**src/rtl/program_loader_if.sv**
```systemverilog
// Byte-stream and instruction-memory write bus for the program loader.
// master = stream source / system side, slave = the loader itself.
interface program_loader_if #(
  parameter int ADDR_W = 8,
  parameter int DATA_W = 8
);
  logic              start;
  logic [DATA_W-1:0] byte_in;
  logic              byte_valid;
  logic              byte_ready;
  logic              imem_we;
  logic [ADDR_W-1:0] imem_addr;
  logic [DATA_W-1:0] imem_wdata;
  logic              cpu_halt;
  logic              load_done;
  logic              load_error;
  logic [ADDR_W:0]   bytes_loaded;

  modport master (
    output start, byte_in, byte_valid,
    input  byte_ready, imem_we, imem_addr, imem_wdata,
    input  cpu_halt, load_done, load_error, bytes_loaded
  );

  modport slave (
    input  start, byte_in, byte_valid,
    output byte_ready, imem_we, imem_addr, imem_wdata,
    output cpu_halt, load_done, load_error, bytes_loaded
  );
endinterface

```
**src/rtl/program_loader.sv**
```systemverilog
// Program loader: receives <len> <data...> <checksum> over a valid/ready byte
// stream, writes the data into instruction memory from address 0 and keeps
// the processor halted until the 8-bit additive checksum matches.
module program_loader #(
  parameter int ADDR_W  = 8,
  parameter int DATA_W  = 8,
  parameter int MAX_LEN = 256
) (
  input  logic            clock,
  input  logic            reset_n,
  program_loader_if.slave bus
);

  typedef enum logic [2:0] {
    IDLE,
    LEN,
    DATA,
    CSUM,
    DONE,
    ERROR
  } state_t;

  // A length byte of zero encodes a full image.
  localparam logic [ADDR_W:0] FULL_LEN  = (ADDR_W + 1)'(MAX_LEN);
  localparam logic [ADDR_W:0] COUNT_ONE = (ADDR_W + 1)'(1);

  state_t            state;
  logic [ADDR_W:0]   len;
  logic [DATA_W-1:0] sum;
  logic [ADDR_W:0]   bytes_loaded;
  logic              byte_ready;
  logic              imem_we;
  logic [ADDR_W-1:0] imem_addr;
  logic [DATA_W-1:0] imem_wdata;
  logic              cpu_halt;
  logic              load_done;
  logic              load_error;

  logic              accept;
  logic [ADDR_W:0]   next_count;

  // Running checksum is a plain modulo-2^DATA_W sum.
  function automatic logic [DATA_W-1:0] csum_add(input logic [DATA_W-1:0] a,
                                                 input logic [DATA_W-1:0] b);
    return a + b;
  endfunction

  // Map the length byte onto an image size, zero meaning MAX_LEN.
  function automatic logic [ADDR_W:0] decode_len(input logic [DATA_W-1:0] b);
    if (b == '0) return FULL_LEN;
    return (ADDR_W + 1)'(b);
  endfunction

  assign accept     = bus.byte_valid && byte_ready;
  assign next_count = bytes_loaded + COUNT_ONE;

  // Loader FSM; every output is a register updated here.
  always_ff @(posedge clock or negedge reset_n) begin
    if (!reset_n) begin
      state        <= IDLE;
      len          <= '0;
      sum          <= '0;
      bytes_loaded <= '0;
      byte_ready   <= 1'b0;
      imem_we      <= 1'b0;
      imem_addr    <= '0;
      imem_wdata   <= '0;
      cpu_halt     <= 1'b1;
      load_done    <= 1'b0;
      load_error   <= 1'b0;
    end else begin
      // Write enable is a single-cycle pulse following a data acceptance.
      imem_we <= 1'b0;
      case (state)
        IDLE, DONE, ERROR: begin
          if (bus.start) begin
            state        <= LEN;
            byte_ready   <= 1'b1;
            cpu_halt     <= 1'b1;
            load_done    <= 1'b0;
            load_error   <= 1'b0;
            sum          <= '0;
            bytes_loaded <= '0;
          end
        end
        LEN: begin
          if (accept) begin
            len   <= decode_len(bus.byte_in);
            state <= DATA;
          end
        end
        DATA: begin
          if (accept) begin
            imem_we      <= 1'b1;
            imem_addr    <= bytes_loaded[ADDR_W-1:0];
            imem_wdata   <= bus.byte_in;
            bytes_loaded <= next_count;
            sum          <= csum_add(sum, bus.byte_in);
            if (next_count == len) state <= CSUM;
          end
        end
        CSUM: begin
          if (accept) begin
            byte_ready <= 1'b0;
            if (bus.byte_in == sum) begin
              state     <= DONE;
              load_done <= 1'b1;
              cpu_halt  <= 1'b0;
            end else begin
              state      <= ERROR;
              load_error <= 1'b1;
            end
          end
        end
        default: begin
          state      <= IDLE;
          byte_ready <= 1'b0;
          cpu_halt   <= 1'b1;
        end
      endcase
    end
  end

  assign bus.byte_ready   = byte_ready;
  assign bus.imem_we      = imem_we;
  assign bus.imem_addr    = imem_addr;
  assign bus.imem_wdata   = imem_wdata;
  assign bus.cpu_halt     = cpu_halt;
  assign bus.load_done    = load_done;
  assign bus.load_error   = load_error;
  assign bus.bytes_loaded = bytes_loaded;

endmodule

```
**src/flat_wrapper.sv**
```systemverilog
// flat-port wrapper written by rule: the top's interface ports become plain ports
module program_loader_flat 
#(
  parameter int ADDR_W  = 8,
  parameter int DATA_W  = 8,
  parameter int MAX_LEN = 256
)
  (clock, reset_n, bus_start, bus_byte_in, bus_byte_valid, bus_byte_ready, bus_imem_we, bus_imem_addr, bus_imem_wdata, bus_cpu_halt, bus_load_done, bus_load_error, bus_bytes_loaded);
  program_loader_if #(.ADDR_W(ADDR_W), .DATA_W(DATA_W)) bus_i ();
  input  logic clock;
  input  logic reset_n;
  input wire logic [$bits(bus_i.start)-1:0] bus_start;
  input wire logic [$bits(bus_i.byte_in)-1:0] bus_byte_in;
  input wire logic [$bits(bus_i.byte_valid)-1:0] bus_byte_valid;
  output wire logic [$bits(bus_i.byte_ready)-1:0] bus_byte_ready;
  output wire logic [$bits(bus_i.imem_we)-1:0] bus_imem_we;
  output wire logic [$bits(bus_i.imem_addr)-1:0] bus_imem_addr;
  output wire logic [$bits(bus_i.imem_wdata)-1:0] bus_imem_wdata;
  output wire logic [$bits(bus_i.cpu_halt)-1:0] bus_cpu_halt;
  output wire logic [$bits(bus_i.load_done)-1:0] bus_load_done;
  output wire logic [$bits(bus_i.load_error)-1:0] bus_load_error;
  output wire logic [$bits(bus_i.bytes_loaded)-1:0] bus_bytes_loaded;
  assign bus_i.start = bus_start;
  assign bus_i.byte_in = bus_byte_in;
  assign bus_i.byte_valid = bus_byte_valid;
  assign bus_byte_ready = bus_i.byte_ready;
  assign bus_imem_we = bus_i.imem_we;
  assign bus_imem_addr = bus_i.imem_addr;
  assign bus_imem_wdata = bus_i.imem_wdata;
  assign bus_cpu_halt = bus_i.cpu_halt;
  assign bus_load_done = bus_i.load_done;
  assign bus_load_error = bus_i.load_error;
  assign bus_bytes_loaded = bus_i.bytes_loaded;
  program_loader #(.ADDR_W(ADDR_W), .DATA_W(DATA_W), .MAX_LEN(MAX_LEN)) u_core (.clock(clock), .reset_n(reset_n), .bus(bus_i));
endmodule
```
**config.mk**
```make
export PLATFORM = sky130hd
export DESIGN_NAME = program_loader_flat
export DESIGN_NICKNAME = d
export VERILOG_FILES = /design/src/rtl/program_loader_if.sv /design/src/rtl/program_loader.sv /design/src/flat_wrapper.sv
export SDC_FILE = /design/constraint.sdc
export NUM_CORES = 1
export LEC_CHECK = 0
export ABC_AREA = 1
export BUFFER_PORTS_ARGS = -buffer_cell sky130_fd_sc_hd__buf_4
export CAP_MARGIN = 0
export CORE_MARGIN = 1
export CORE_UTILIZATION = 51
export DETAILED_ROUTE_END_ITERATION = 7
export GPL_ROUTABILITY_DRIVEN = 1
export PLACE_DENSITY = 0.82
export RECOVER_POWER = 25
export SLEW_MARGIN = 30
export SYNTH_ARGS = -nofsm -noshare
export SYNTH_HDL_FRONTEND = slang
export SYNTH_SLANG_ARGS = --single-unit
```
**constraint.sdc**
```tcl
create_clock -name clock -period 1.85 [get_ports clock]
set_input_delay 0.37 -clock clock [delete_from_list [all_inputs] [get_ports clock]]
set_output_delay 0.37 -clock clock [all_outputs]
set_load 0.02 [all_outputs]
```
After elaboration in Yosys (flattened, before gate mapping)
Cells that the tools add are included.

Word-level logic and storage cells: 76. Flip-flop bits (word level): 50. Output and inout bits: 30. Bits of input ports: 12.

Add/sub/neg operators: 2. Reduce and logical (&&, ||, !) cells: 15. Bitwise logic cells: 1. Eq/ne operators: 14. Muxes and demuxes: 33.

Operators by type and width (count): 9-bit two-way mux (4); 9-bit one-hot mux with 2 select lines (1); 8-bit two-way mux (2); 8-bit one-hot mux with 2 select lines (1); 1-bit two-way mux (15); 3-bit two-way mux (5); 3-bit one-hot mux with 4 select lines (1); 4-bit AND reduction (3); 2-bit by 1-bit inequality test with 1-bit output, second input constant (5); 9-bit by 1-bit adder with 9-bit output, second input constant (1); 9-bit equality test (1); 8-bit adder (1); 8-bit equality test (1); 8-bit logical NOT (1); 3-bit by 2-bit equality test with 1-bit output, second input constant (2); 3-bit equality test, second input constant (2); 1-bit one-hot mux with 3 select lines (2); 3-bit AND reduction (2); 5-bit AND reduction (1); 2-bit inequality test, second input constant (2); 1-bit one-hot mux with 2 select lines (2); 2-bit AND reduction (2); 2-bit nonzero test (2); 3-bit by 1-bit equality test with 1-bit output, second input constant (1); other kinds (5) (5).

Longest topological paths before layout
Word-level depth: 5. Gate-level depth with buffers: 15. Depth with buffers taken out: 15.

Least setup slack after synthesis
OpenSTA, ideal clock, no wires.

Kind: input -> register. Start: input bus_byte_in[0]. End: register u_core.sum[6]. Library setup time: 0.083 ns. Stages on the path: 11. Slack: 0.043 ns. Data arrival time: 1.724 ns. Buffers on the path: 0. Data required time: 1.767 ns. Path through: ha_1 > fa_1 > nand2_1 > inv_1 > o21ai_0 > a21boi_0 > nor2_1 > nor2_1 > nor2_1 > o21ai_0 > o21ai_0.

Longest elaborated chain between the ends: 3.

RTL lines: start: declaration (RTL line flat_wrapper.sv:13) `input wire logic [$bits(bus_i.byte_in)-1:0] bus_byte_in;`; 8-bit adder (RTL line program_loader.sv:45) `return a + b;`; 8-bit two-way mux (RTL line program_loader.sv:93) `if (accept) begin`; 8-bit one-hot mux with 2 select lines (RTL line program_loader.sv:74) `case (state)`; end signal: assignment (RTL line program_loader.sv:98) `sum <= csum_add(sum, bus.byte_in);`; end: declaration (RTL line program_loader.sv:29) `logic [DATA_W-1:0] sum;`.

No other way between the ends. The select of a mux whose other input is x is not followed. A chain may end at the register's enable or synchronous reset.

Worst setup path in the final report
Start: register u_core.sum[0]. End: register u_core.sum[6].

Longest elaborated chain between the ends: 3.

RTL lines (RTL line): 8-bit adder (program_loader.sv:45); 8-bit two-way mux (program_loader.sv:93); 8-bit one-hot mux with 2 select lines (program_loader.sv:74).

No other way between the ends. The select of a mux whose other input is x is not followed.

==> impl_metrics.tcl <==
set metrics [dict create \
    status "finished clean" \
    highest_layer "met4" \
    synth_warnings 0 \
    wl_um 5780 \
    syn_inst 322 \
    rsz0062_at_grt "yes" \
    pre_cts_slack_ns -0.233 \
    io_pins 42 \
    synth_fp_nets 343 \
    drtIter0Drc 112 \
    cts_buffers 5 \
    finalSetupViolCount 0 \
    crit_arrival_ns 2.03 \
    critPathLaunchType "register" \
    power_mw 4.22 \
    num_rows 25 \
    place_congestion 0.894 \
    hold_violations 0 \
    worstHoldPathType "in2async" \
    crit_top_cell "nor2_1" \
    antenna_found_initial 0 \
    postRouteAntennaNets 0 \
    path_cells "ha_2 -> fa_2 -> nand2_2 -> inv_1 -> o21ai_2 -> a21boi_2 -> nor2_1 -> nor2_1 -> nor2_1 -> o21ai_1 -> o21ai_1" \
    hpwlAfterDp_um 4010 \
    num_antenna_cells 0 \
    final.setup.worst_slack_ns 0.0527 \
    slew_headroom 0.201 \
    period_share 0.972 \
    via_per_inst 5.25 \
    clock_sinks 50 \
    cts_tree "done" \
    first_pass_iters 4 \
    drc 0 \
    die_x_um 73.5 \
    p_per_area_mw_per_mm2 1310 \
    cp_max_fo 2 \
    slew_violations 0 \
    clk_pin_slew_ns 0.09 \
    numPortBuffers 41 \
    m1WireLength_um 2510 \
    clockRootBuffer "clkbuf_8" \
    power_leakage_nw 1.66 \
    crit_slowest_cell "dfrtp_1" \
    tightest_slew_ns 1.20 \
    wl_met2_um 2810 \
    dieArea_sq_mm 0.00541 \
    avgSynthCellArea_sq_um 8.10 \
    met3_length_um 285 \
    ys_ff_latch 50 \
    area_growth_pct 23.5 \
    worst-setup-path-type "reg2reg" \
    grt.total_usage 0.231 \
    maxCapViolations 0 \
    die_h_um 73.5 \
    hold_buffers 0 \
    first_global_vias 2215 \
    cts_max_level 2 \
    drive_gt1_frac 0.240 \
    grt_pass1_wl_um 9580 \
    crit_path_max_incr_delay_ns 0.39 \
    vias 2342 \
    clk_latency_ns 0.31 \
    grt-ovfl-total 0 \
    placed_area_sq_mm 0.00304 \
    synthDistinctLibCells 35 \
    wl_per_cell_um 13.0 \
    layout_common_cells "83 x nand2_1, 54 x buf_4, 48 x dfrtp_1" \
    worstSetupEndpointType "register" \
    layout_commonest_cell "nand2_1" \
    fin_crit_ns 1.80 \
    syn_area_sq_mm 0.00261 \
    final_area_sq_mm 0.00322 \
    fin_skew_ns 0.00702 \
    clockBufferDepth 2 \
    hold_ws_ns 0.294 \
    grt_max_degree 51 \
    core_sq_mm 0.00482 \
    initial_core_util 0.542 \
    ir_worst_vdd_uv 834 \
    cp.required_ns 2.08 \
    seq_area_frac_synth 0.480 \
    tns_ns 0 \
    max_freq_mhz 556 \
    final_nets 400 \
]
-- flip-flops by register name, summed over array words and instances (netlist names) --
register / count
u_core.bus.imem_we: 1
u_core.bus.imem_addr: 8
u_core.bus.load_error: 1
u_core.bus.imem_wdata: 8
u_core.bus.cpu_halt: 1
u_core.bus.byte_ready: 1
u_core.bus.bytes_loaded: 9
u_core.bus.load_done: 1
u_core.sum: 8
u_core.len: 9
u_core.state: 3
-- worst max-delay path, delay by kind of cell, from the launching register on --
family                   cells  cell delay (ns)
flip-flops                   1             0.39
adder cells (fa/ha/maj)      2             0.55
AND/OR/NAND/NOR              4             0.34
buffers and inverters        1             0.05
AO/OA/AOI/OAI                4             0.41
-- per-layer routing --
| layer | global-route usage | up-vias |
|---|---|---|
| met2 | 0.396 | 78 |
| met4 | 0.109 | 0 |
| met1 | 0.288 | 1074 |
| met3 | 0.0329 | 21 |
| met5 | 0 | - |
| li1 | - | 1169 |
-- worst paths after layout --
path	startpoint	cells past startpoint	slack (ns)	endpoint
worst max-delay path	u_core.sum[0]	11	0.05	u_core.sum[6]
worst min-delay path	reset_n	1	0.29	u_core.bus.bytes_loaded[4]
worst max register to register	u_core.sum[0]	11	0.05	u_core.sum[6]
worst min register to register	u_core.bus.imem_wdata[3]	2	0.48	u_core.bus.imem_wdata[3]
max in group asynchronous	reset_n	1	0.76	u_core.bus.bytes_loaded[3]
min in group clock	bus_byte_in[6]	3	0.30	u_core.len[6]
-- cell families (layout without fill, tap and decap cells) --
group,Yosys count,in the layout,synth area share
buffers and inverters,49,106,0.0763
XOR/XNOR,2,2,0.00672
AO/OA/AOI/OAI,65,65,0.139
adder cells (fa/ha/maj),9,9,0.0460
AND/OR/NAND/NOR,147,147,0.252
flip-flops,50,50,0.480
-- metrics by stage --
step                std cells  utilization
global placement          435        0.631
floorplan                 322            -
detailed placement        435        0.631
global route              446        0.669
CTS                       442        0.650
finish                    446        0.669
-- area by class of cell --
type                            instances  area (sq um)
Fill cell                             438          1600
Sequential cell                        50          1250
Multi-Input combinational cell        223          1220
Timing Repair Buffer                   55           410
Inverter                               44           168
Tap cell                               67          83.8
Clock buffer                            5          68.8
Clock inverter                          2          15.0
-- Yosys cell counts --
cell / n / area [sq um]
o221ai_1: 1 / 8.76
nor4_1: 4 / 25.0
nand2_2: 3 / 18.8
o21ai_1: 9 / 45.0
nand3b_1: 3 / 22.5
o21a_1: 4 / 30.0
o21ai_0: 34 / 170
a21oi_1: 4 / 20.0
xor2_1: 2 / 17.5
nor2_1: 23 / 86.3
ha_1: 8 / 100
nor2_2: 3 / 18.8
o21ai_2: 1 / 8.76
o22ai_1: 7 / 43.8
a31oi_1: 1 / 6.26
inv_2: 3 / 11.3
dfstp_2: 1 / 26.3
dfrtp_1: 49 / 1230
nand3_2: 1 / 10.0
nand3_1: 11 / 55.1
buf_6: 1 / 11.3
a21o_1: 1 / 7.51
buf_2: 3 / 15.0
fa_1: 1 / 20.0
nand2_1: 86 / 323
nor3_4: 1 / 16.3
a21boi_0: 1 / 7.51
inv_1: 41 / 154
nand4_1: 8 / 50.1
nor3_1: 2 / 10.0
nor2_4: 1 / 11.3
nor3_2: 1 / 10.0
o21bai_1: 1 / 7.51
buf_4: 1 / 7.51
o31ai_1: 1 / 7.51
-- power by group --
| part | switching, mW | total (mW) | internal [mW] |
|---|---|---|---|
| registers | 0.212 | 1.62 | 1.41 |
| clock network | 0.363 | 0.621 | 0.259 |
| logic | 1.20 | 1.98 | 0.783 |
| total | 1.77 | 4.22 | 2.45 |
-- timing repair --
item / in CTS / in global routing
setup buffers: 0 / 4
pin swaps: 0 / 5
gates resized for setup: 4 / 19
endpoints found under the setup margin: 2 / 9
No activity file was read; power rests on OpenSTA's default activity.
